### src/rtl/fft_stage_scheduler.sv
// fft_stage_scheduler: frame-level sequencer for the decimation-in-time FFT.
// Launches log2(N) butterfly stages one at a time, drains the butterfly
// pipeline between stages and flags frame completion to the unloader.
// Optional watchdog on the RUN wait: define FFT_SCHED_WDOG_EN.
module fft_stage_scheduler #(
    parameter int N        = 16,
    parameter int SIZE     = 4,
    parameter int PIPE_LAT = 3,
    parameter int TIMEOUT  = 64
) (
    input  logic            clk,
    input  logic            rst,
    input  logic            start,
    input  logic            load_done,
    input  logic            stage_done,
    output logic            start_stage,
    output logic [SIZE-1:0] stage,
    output logic [SIZE-1:0] tw_shift,
    output logic            bank_sel,
    output logic            busy,
    output logic            frame_done,
    output logic            err
);

    typedef enum logic [2:0] {
        S_IDLE, S_WAIT_LOAD, S_LAUNCH, S_RUN, S_DRAIN, S_DONE
    } state_t;

    // Index of the final stage; SIZE and log2(N) coincide for legal configs.
    localparam logic [SIZE-1:0] LAST_STAGE = SIZE'($clog2(N) - 1);

    state_t     state;
    logic [3:0] drain_cnt;
    logic       advance;
    logic       wd_fire;

    // Advance step: stage completion with no pipeline to drain, or drain finished.
    assign advance = ((state == S_RUN) && stage_done && (PIPE_LAT == 0)) ||
                     ((state == S_DRAIN) && (drain_cnt == 4'd0));

`ifdef FFT_SCHED_WDOG_EN
    localparam int WD_W = $clog2(TIMEOUT + 1);
    logic [WD_W-1:0] wd_cnt;

    // Fires on the TIMEOUT-th RUN cycle without a stage completion.
    assign wd_fire = (state == S_RUN) && !stage_done && (wd_cnt == WD_W'(TIMEOUT - 1));

    // Watchdog counter (restarts each LAUNCH) and sticky error flag.
    always_ff @(posedge clk) begin
        if (rst) begin
            wd_cnt <= '0;
            err    <= 1'b0;
        end else begin
            if (state == S_LAUNCH)
                wd_cnt <= '0;
            else if (state == S_RUN)
                wd_cnt <= wd_cnt + WD_W'(1);
            if (state == S_IDLE && start)
                err <= 1'b0;
            else if (wd_fire)
                err <= 1'b1;
        end
    end
`else
    localparam int unused_timeout = TIMEOUT;
    assign wd_fire = 1'b0;
    assign err     = 1'b0;
`endif

    // Main sequencer; every output is registered alongside the state.
    always_ff @(posedge clk) begin
        if (rst) begin
            state       <= S_IDLE;
            start_stage <= 1'b0;
            stage       <= '0;
            tw_shift    <= LAST_STAGE;
            bank_sel    <= 1'b0;
            busy        <= 1'b0;
            frame_done  <= 1'b0;
            drain_cnt   <= 4'd0;
        end else begin
            start_stage <= 1'b0;
            frame_done  <= 1'b0;
            case (state)
                S_IDLE: begin
                    if (start) begin
                        state    <= S_WAIT_LOAD;
                        busy     <= 1'b1;
                        stage    <= '0;
                        tw_shift <= LAST_STAGE;
                        bank_sel <= 1'b0;
                    end
                end
                S_WAIT_LOAD: begin
                    if (load_done) begin
                        state       <= S_LAUNCH;
                        start_stage <= 1'b1;
                    end
                end
                S_LAUNCH: state <= S_RUN;
                S_RUN: begin
                    if (wd_fire) begin
                        state <= S_IDLE;
                        busy  <= 1'b0;
                    end else if (stage_done && (PIPE_LAT > 0)) begin
                        state     <= S_DRAIN;
                        drain_cnt <= 4'(PIPE_LAT - 1);
                    end
                end
                S_DRAIN: begin
                    if (drain_cnt != 4'd0)
                        drain_cnt <= drain_cnt - 4'd1;
                end
                S_DONE: begin
                    state <= S_IDLE;
                    busy  <= 1'b0;
                end
                default: begin
                    state <= S_IDLE;
                    busy  <= 1'b0;
                end
            endcase
            // Stage index saturates at the last stage; the frame ends there.
            if (advance) begin
                if (stage == LAST_STAGE) begin
                    state      <= S_DONE;
                    frame_done <= 1'b1;
                end else begin
                    state       <= S_LAUNCH;
                    start_stage <= 1'b1;
                    stage       <= stage + SIZE'(1);
                    tw_shift    <= tw_shift - SIZE'(1);
                    bank_sel    <= ~bank_sel;
                end
            end
        end
    end

endmodule

### config.mk
export PLATFORM = sky130hd
export DESIGN_NAME = fft_stage_scheduler
export DESIGN_NICKNAME = d
export VERILOG_FILES = /design/src/rtl/fft_stage_scheduler.sv
export SDC_FILE = /design/constraint.sdc
export NUM_CORES = 1
export LEC_CHECK = 0
export ABC_AREA = 1
export CORE_MARGIN = 2
export CORE_UTILIZATION = 50
export DETAILED_ROUTE_END_ITERATION = 16
export GPL_ROUTABILITY_DRIVEN = 0
export PLACE_DENSITY = 0.84
export SLEW_MARGIN = 40
export SYNTH_ARGS = -nofsm -noshare
export SYNTH_HDL_FRONTEND = slang
export SYNTH_SLANG_ARGS = --single-unit
export TNS_END_PERCENT = 100
### constraint.sdc
create_clock -name clk -period 1.85 [get_ports clk]
set_clock_uncertainty 0.05 [all_clocks]
set_input_delay 0.37 -clock clk [delete_from_list [all_inputs] [get_ports clk]]
set_output_delay 0.37 -clock clk [all_outputs]
set_load 0.02 [all_outputs]
# After elaboration in Yosys (flattened, before gate mapping)

Cells that the tools add are included.
Widths: inputs -> output; s select.

Output and inout bits: 13
Latch bits: 0
Memories: 0
ROM bits: 0
Input bits: 5
Logic and storage cells: 64
RAM bits: 0
Register bits: 19

Multiplexer cells: 28
Multipliers: 0
Magnitude comparators: 0
Equality and inequality tests: 12
Bitwise operators: 3
Shift-type cells: 0
Reduce and logical (&&, ||, !) cells: 10
Div/mod/pow operators: 0
$add $sub $neg: 3

Operator list:

| cell                | number |
|---|---|
| $mux 4              | 10 |
| $mux 3              | 5 |
| $pmux 3 s5          | 1 |
| $mux 1              | 10 |
| $ne 3x3->1 const B  | 3 |
| $pmux 4 s2          | 1 |
| $sub 4x1->4 const B | 2 |
| $eq 3x2->1 const B  | 2 |
| $ne 2x2->1 const B  | 3 |
| $add 4x1->4 const B | 1 |
| $eq 4x2->1 const B  | 1 |
| $logic_not 4->1     | 1 |
| $reduce_and 4->1    | 1 |
| $reduce_bool 4->1   | 1 |
| $reduce_or 4->1     | 1 |
| $eq 3x1->1 const B  | 1 |
| $eq 3x3->1 const B  | 1 |
| $logic_not 3->1     | 1 |
| $not 1->1           | 3 |
| $reduce_and 3->1    | 1 |
| $ne 2x1->1 const B  | 1 |
| $pmux 1 s2          | 1 |
| $reduce_and 2->1    | 1 |
| $reduce_bool 2->1   | 1 |
| other kinds (2)     | 2 |

# Logic depth before layout (Yosys ltp)

Gate-level depths: netlist of the first run.

Word-level depth: 4
Mapped depth: 10

# Worst setup path after synthesis of the first run

OpenSTA, ideal clock, no wires.

Path type: flip-flop to flip-flop
Start point: reg drain_cnt[0]
End point: reg tw_shift[2]
Setup time: 118 ps
Arrival time: 1177 ps
Data required time: 1682 ps
Setup slack: 505 ps
Path buffers: 1
Stages on the path, launching flop included: 9
Path through: dfxtp_1 > inv_1 > ha_1 > nand3_1 > nor2_4 > nand2_2 > buf_6 > nor3_1 > nor2_1

Word-level cells in the longest chain between the ends: 3

RTL lines:

| what                   | line | RTL |
|---|---|---|
| start, declared        | 33   | `logic [3:0] drain_cnt;` |
| start signal, assigned | 107  | `drain_cnt <= 4'(PIPE_LAT - 1);` |
| start signal, assigned | 112  | `drain_cnt <= drain_cnt - 4'd1;` |
| $logic_not 4->1        | 39   | `((state == S_DRAIN) && (drain_cnt == 4'd0));` |
| $logic_and 1x1->1      | 39   |  |
| $mux 4                 | 124  | `if (advance) begin` |
| end signal, assigned   | 132  | `tw_shift <= tw_shift - SIZE'(1);` |
| end, declared          | 18   | `output logic [SIZE-1:0] tw_shift,` |

No other way between the ends.
A chain may end at the register's enable or synchronous reset.

# Worst setup path in the final report of the first run

Start point: reg stage[2]
End point: out stage[2]

RTL lines:

| what                   | line | RTL |
|---|---|---|
| start, declared        | 17   | `output logic [SIZE-1:0] stage,` |
| start signal, assigned | 131  | `stage <= stage + SIZE'(1);` |

No word-level cell between the ends.

==> results of run 1 <==
-- logic make-up (layout without fill, tap and decap cells) --
kind of cell | count (synthesis) | in the layout
AOI/OAI and AO/OA | 15 | 15
xor gates and xnor gates | 4 | 4
adders and majority gates | 4 | 4
buffers and inverters | 30 | 47
DFF | 19 | 19
other | 1 | 1
and+or+nand+nor | 78 | 78
-- path summary, 6_finish.rpt --
check        slack, ps  cells after the start           end
max                 70                      1      stage[2]
min                430                      2  drain_cnt[1]
max reg2reg        230                      8      stage[2]
min reg2reg        430                      2  drain_cnt[1]
-- area by class of cell --
class | instances | area (um2)
inverter | 26 | 97.6
sequential | 19 | 380
tap | 27 | 33.8
clock buffer | 4 | 26.3
fill | 199 | 724
multi-input combinational | 102 | 532
timing repair buffer | 17 | 168
-- metal layers --
metal	part of all wire, %	global-route usage, %
met1	43	20.7
met2	52	34.2
met3	3.1	3.64
met4	1.4	5.56
met5	0	0
-- registers in the layout, summed over array words and instances, names as in the netlist --
register	count
tw_shift	4
start_stage	1
bank_sel	1
state	3
frame_done	1
busy	1
drain_cnt	4
stage	4
-- power groups by stage --
stage	Clock (mW)	Sequential [mW]	Combinational (mW)
final	0.204	0.593	0.734
after global routing	0.230	0.608	0.831
after CTS	0.208	0.591	0.739
after detailed placement	0	0.600	0.731
after global placement	0	0.595	0.708
after floorplan	0	0.616	0.555
-- stage by stage --
step	utilization (%)	instance area (um2)
finish	63.1	1240
global route	63.1	1240
CTS	63.1	1240
detailed placement	61.7	1210
global placement	61.7	1210
floorplan	-	1040
-- synth_stat cells, drive strengths merged --
| master | count |
|---|---|
| nand2 | 33 |
| inv | 26 |
| nor2 | 22 |
| dfxtp | 19 |
| nand3 | 15 |
| a21oi | 9 |
| nand4 | 5 |
| ha | 4 |
| buf | 3 |
| nor3 | 3 |
| xor2 | 3 |
| o21ai | 2 |
| o21bai | 2 |
| clkbuf | 1 |
| conb | 1 |
| o211ai | 1 |
| o221ai | 1 |
| xnor2 | 1 |
==> results.json, run 1 <==
{
  "synth_compound_gate_area_share_pct": 8.63,
  "synthXorXnorAreaFrac_pct": 3.36,
  "synthAdderAreaFrac_pct": 4.80,
  "hold_slack_ps": 434,
  "critPathCaptureType": "output port",
  "post_drt_wl_per_cell_um": 10.6,
  "hold_path_class": "reg -> reg",
  "ys_seq_elements": 19,
  "io_pins": 18,
  "cts_resized": 0,
  "cp.arrival_ps": 1360,
  "status": "completed",
  "crit_buf_inv": 1,
  "start_kind": "register",
  "final_cells": 195,
  "critical_path_class": "reg -> out",
  "dp.cells": 191,
  "root_buffer": "clkbuf_4",
  "grt_usage_pct": 18.4,
  "cp-startpoint": "stage[2]",
  "timing.final.crit_period_ps": 1780,
  "drv_slew": 0,
  "critPathRequiredTime_ps": 1430,
  "synth_area_mm2": 0.00104,
  "pre_cts_slack_ps": 164,
  "drt_iter0_drc": 13,
  "path_delay_family": "buffers and inverters",
  "p_seq_share_pct": 38.8,
  "port_buffers": 16,
  "grt_first_pass_wirelength_um": 3570,
  "diodes": 0,
  "synth_top_family_by_area": "simple AND/OR/NAND/NOR gates",
  "ys_types": 22,
  "cts_setup_buffers": 0,
  "route.vias.total": 970,
  "finalHoldViolCount": 0,
  "sw_frac_of_total_pct": 43.7,
  "reg2reg_from": "drain_cnt[0]",
  "clk_latency_ps": 290,
  "cts.sinks": 19,
  "syn_avg_cell_area_um2": 6.91,
  "clock_path_buffers": 2,
  "cap_violations": 0,
  "htree_levels": 1,
  "cts_tree": "built",
  "power_density_mw_per_mm2": 1240,
  "cp_slowest_cell": "clkdlybuf4s50_1",
  "drive_gt1_share_pct": 6.55,
  "via_per_inst": 4.97,
  "hold_start": "drain_cnt[1]",
  "p_leak_nw": 0.604,
  "grt_overflow": 0,
  "ant_nets": 0,
  "yosysTopAreaCellShare_pct": 36.5,
  "synthSimpleGateAreaFrac_pct": 33.8,
  "setup_tns_ps": 0,
  "clk_pin_slew_ps": 100,
  "dieArea_mm2": 0.00247,
  "yosys.area.top_type": "dfxtp_1",
  "layout_common_cells": "29 x nand2_1, 26 x inv_1, 20 x nor2_1, 19 x dfxtp_1, 16 x clkdlybuf4s50_1",
  "p_switching_mw": 0.668,
  "wl_um": 2080,
  "ys_seq_area_share_pct": 36.5,
  "fin_crit_sh_pct": 96.1,
  "dp_hpwl_um": 1580,
  "grt_start_max_net_pins": 12,
  "initial_core_util_pct": 53.2,
  "mostFrequentLayoutCell": "nand2_1",
  "path_cells": "clkdlybuf4s50_1",
  "max_freq_ghz": 0.562,
  "antenna_found_initial": 0,
  "placementRows": 16,
  "die_h_um": 49.7,
  "yosys-top-cells-area": "dfxtp_1 36%, nand2_1 10%, inv_1 9.4%",
  "cp_slowest_stage_delay_ps": 640,
  "setup_viol": 0,
  "intPower_mw": 0.862,
  "dr.pass1.iters": 4,
  "cts_hold_buf": 0,
  "netlist_instances": 151,
  "synth_fp_nets": 160,
  "syn2layout_area_growth_pct": 18.6,
  "die_w_um": 49.7,
  "power_mw": 1.53,
  "rsz0062_at_grt": "no",
  "path_max_fanout": 5,
  "p_clk_share_pct": 13.3,
  "drc": 0,
  "fin_ws_ps": 72.1,
  "yosys_warnings": 0,
  "cts_buffers": 3,
  "comb_power_share_pct": 47.9,
  "core_area_mm2": 0.00196,
  "grt_pass1_vias": 904,
  "muxShareOfSynthArea_pct": 0,
  "layout.nets": 178,
  "peakVddDrop_mv": 0.844
}
Power figures use the tool's default switching activity.
==> run 2: changes to the inputs <==
CORE_MARGIN = default   (was 2)
CORE_UTILIZATION = 51   (was 50)
PLACE_DENSITY = 0.85   (was 0.84)
==> run 2 against run 1 <==
Sequential share of layout area barely moved. Cell count down 1.0%. Routed wire length fell by 1.2%. Largest power group unchanged.
==> results.json, run 2 (same netlist as run 1, synthesis figures left out) <==
{
  "drv_slew": 0,
  "core_area_mm2": 0.00182,
  "cts_setup_buffers": 0,
  "crit_buf_inv": 1,
  "grt_overflow": 0,
  "timing.final.crit_period_ps": 1780,
  "cts_resized": 0,
  "drive_gt1_share_pct": 7.14,
  "peakVddDrop_mv": 0.772,
  "via_per_inst": 4.99,
  "dp.cells": 189,
  "critPathRequiredTime_ps": 1430,
  "ant_nets": 0,
  "drt_iter0_drc": 17,
  "final_cells": 193,
  "path_cells": "clkdlybuf4s50_1",
  "p_leak_nw": 0.607,
  "grt_start_max_net_pins": 12,
  "drc": 0,
  "die_h_um": 47.2,
  "syn2layout_area_growth_pct": 18.5,
  "finalHoldViolCount": 0,
  "dieArea_mm2": 0.00223,
  "grt_usage_pct": 22.0,
  "clk_pin_slew_ps": 110,
  "dp_hpwl_um": 1600,
  "initial_core_util_pct": 57.3,
  "rsz0062_at_grt": "no",
  "start_kind": "register",
  "cts_tree": "built",
  "power_density_mw_per_mm2": 1250,
  "diodes": 0,
  "place_area_mm2": 0.00121,
  "port_buffers": 16,
  "cp.arrival_ps": 1360,
  "path_max_fanout": 5,
  "status": "completed",
  "utilization_pct": 67.9,
  "htree_levels": 1,
  "post_drt_wl_per_cell_um": 10.6,
  "wl_um": 2050,
  "die_w_um": 47.2,
  "path_delay_family": "buffers and inverters",
  "power_mw": 1.54,
  "postLayoutCellArea_mm2": 0.00124,
  "mostFrequentLayoutCell": "nand2_1",
  "cp_slowest_cell": "clkdlybuf4s50_1",
  "critPathCaptureType": "output port",
  "route.vias.total": 964,
  "cap_violations": 0,
  "fin_crit_sh_pct": 96.2,
  "setup_viol": 0,
  "io_pins": 18,
  "clock_path_buffers": 2,
  "root_buffer": "clkbuf_4",
  "antenna_found_initial": 0,
  "cp_slowest_stage_delay_ps": 630,
  "layout_common_cells": "29 x nand2_1, 26 x inv_1, 20 x nor2_1, 19 x dfxtp_1, 16 x clkdlybuf4s50_1",
  "dr.pass1.iters": 7,
  "placementRows": 15,
  "grt_first_pass_wirelength_um": 3460,
  "cts.sinks": 19,
  "hold_path_class": "reg -> reg",
  "grt_pass1_vias": 836,
  "layout.nets": 178,
  "clk_latency_ps": 300,
  "cts_buffers": 3,
  "max_freq_ghz": 0.562,
  "reg_top3": "drain_cnt x4, stage x4, tw_shift x4",
  "cts_hold_buf": 0,
  "setup_tns_ps": 0,
  "critical_path_class": "reg -> out"
}
## run 2: path summary, 6_finish.rpt
| check | start | endpoint | slack [ps] | cells after the start |
|---|---|---|---|---|
| worst min register to register | drain_cnt[0] | drain_cnt[0] | 450 | 2 |
| worst min-delay path | drain_cnt[0] | drain_cnt[0] | 450 | 2 |
| worst max-delay path | stage[3] | stage[3] | 70 | 1 |
| worst max register to register | drain_cnt[0] | stage[2] | 280 | 8 |
## run 2: final cells by class
cell class                 count  area (um2)
tap                           25        31.3
multi-input combinational    102         532
fill                         177         584
inverter                      26        97.6
sequential                    19         380
clock inverter                 1        5.00
clock buffer                   3        22.5
timing repair buffer          17         168
## run 2: power by group
part           total (mW)  internal, mW  switching, mW
sequential          0.595         0.497         0.0973
combinational       0.735         0.280          0.455
clock               0.215        0.0808          0.134
## run 2: routing by layer
| layer | routed length, um | vias up | share of wire, % | GRT usage (%) |
|---|---|---|---|---|
| li1 | - | 509 | - | - |
| met1 | 939 | 433 | 46 | 27.7 |
| met2 | 988 | 16 | 48 | 37.3 |
| met3 | 88 | 6 | 4.3 | 3.46 |
| met4 | 33 | 0 | 1.6 | 9.14 |
| met5 | 0 | - | 0 | 0 |
## run 2: stage by stage
step                      worst slack [ps]  hold WS [ps]
final                                 69.6           448
after global routing                  3.97           467
after CTS                             64.8           448
after detailed placement              90.6           433
after global placement                 174           417
after floorplan                        505           401
==> run 3: changes to the inputs <==
GPL_TIMING_DRIVEN = 0   (was default)
==> run 3 against run 2 <==
Highest routed layer unchanged. Critical path depth did not move. Global-route usage rose by 1.9 points. Sequential cell count did not move. Cell area rose by 1.3%.
==> results.json, run 3 (same netlist as run 1, synthesis figures left out) <==
{
  "setup_tns_ps": 0,
  "clk_latency_ps": 310,
  "grt_start_max_net_pins": 12,
  "htree_levels": 1,
  "grt_pass1_vias": 923,
  "placementRows": 15,
  "dp_hpwl_um": 1780,
  "power_density_mw_per_mm2": 1280,
  "cts_buffers": 3,
  "cts_hold_buf": 0,
  "rsz0062_at_grt": "no",
  "syn2layout_area_growth_pct": 20.0,
  "p_leak_nw": 0.617,
  "layout_common_cells": "29 x nand2_1, 26 x inv_1, 20 x nor2_1, 19 x dfxtp_1",
  "reg_top3": "drain_cnt x4, stage x4, tw_shift x4",
  "dieArea_mm2": 0.00223,
  "hold_slack_ps": 350,
  "cts_setup_buffers": 0,
  "clock_path_buffers": 2,
  "timing.final.crit_period_ps": 1770,
  "path_cells": "clkdlybuf4s50_1",
  "diodes": 0,
  "hold_path_class": "in -> reg",
  "peakVddDrop_mv": 0.905,
  "utilization_pct": 68.8,
  "core_area_mm2": 0.00182,
  "dr.pass1.iters": 4,
  "grt_usage_pct": 23.9,
  "wl_um": 2280,
  "post_drt_wl_per_cell_um": 11.7,
  "start_kind": "register",
  "via_per_inst": 5.08,
  "root_buffer": "clkbuf_4",
  "pre_cts_slack_ps": 129,
  "finalHoldViolCount": 0,
  "initial_core_util_pct": 57.3,
  "port_buffers": 15,
  "clk_pin_slew_ps": 110,
  "path_delay_family": "buffers and inverters",
  "critical_path_class": "reg -> out",
  "ant_nets": 0,
  "critPathCaptureType": "output port",
  "drive_gt1_share_pct": 8.24,
  "cap_violations": 0,
  "grt_overflow": 0,
  "die_w_um": 47.2,
  "cp.arrival_ps": 1350,
  "critPathRequiredTime_ps": 1430,
  "cts_resized": 0,
  "setup_viol": 0,
  "mostFrequentLayoutCell": "nand2_1",
  "drt_iter0_drc": 27,
  "fin_crit_sh_pct": 95.9,
  "cp_slowest_stage_delay_ps": 630,
  "path_max_fanout": 5,
  "power_mw": 1.61,
  "fin_ws_ps": 76.7,
  "max_freq_ghz": 0.564,
  "cp_slowest_cell": "clkdlybuf4s50_1",
  "grt_first_pass_wirelength_um": 3650,
  "status": "completed",
  "cts.sinks": 19,
  "antenna_found_initial": 0,
  "io_pins": 18,
  "crit_buf_inv": 1,
  "layout.nets": 180,
  "route.vias.total": 990,
  "cts_tree": "built",
  "drv_slew": 0,
  "drc": 0,
  "die_h_um": 47.2
}
run 3: final cells by class:
| cell class | instances | area [um2] |
|---|---|---|
| Fill cell | 174 | 568 |
| Sequential cell | 19 | 380 |
| Timing Repair Buffer | 15 | 150 |
| Clock inverter | 1 | 5.00 |
| Clock buffer | 3 | 22.5 |
| Multi-Input combinational cell | 102 | 532 |
| Inverter | 26 | 97.6 |
| Tap cell | 25 | 31.3 |
| Buffer | 4 | 33.8 |
run 3: where the power goes:
| part | internal (mW) | leakage (nW) | switching, mW | total, mW |
|---|---|---|---|---|
| clock network | 0.0809 | 0.0177 | 0.137 | 0.218 |
| registers | 0.497 | 0.155 | 0.0759 | 0.573 |
| logic | 0.314 | 0.445 | 0.503 | 0.817 |
| total | 0.892 | 0.617 | 0.716 | 1.61 |
run 3: worst paths after layout:
path           startpoint            to  slack [ps]  cells past startpoint
max              stage[2]      stage[2]          80                      1
min                   rst    frame_done         350                      2
max reg2reg  drain_cnt[0]   tw_shift[2]         310                      9
min reg2reg  drain_cnt[0]  drain_cnt[0]         440                      2
run 3: metal layers:
metal	part of all wire, %	global-route usage (%)	routed length [um]	vias up
met5	0	0	0	-
met4	1.6	9.14	37	0
met3	3.8	7.31	87	7
met2	52	43.8	1200	20
met1	42	25.2	960	448
li1	-	-	-	515
run 3: stage by stage:
stage / area (um2) / std cells
floorplan: 1040 / 151
global placement: 1220 / 191
detailed placement: 1220 / 191
CTS: 1250 / 195
global route: 1250 / 195
finish: 1250 / 195
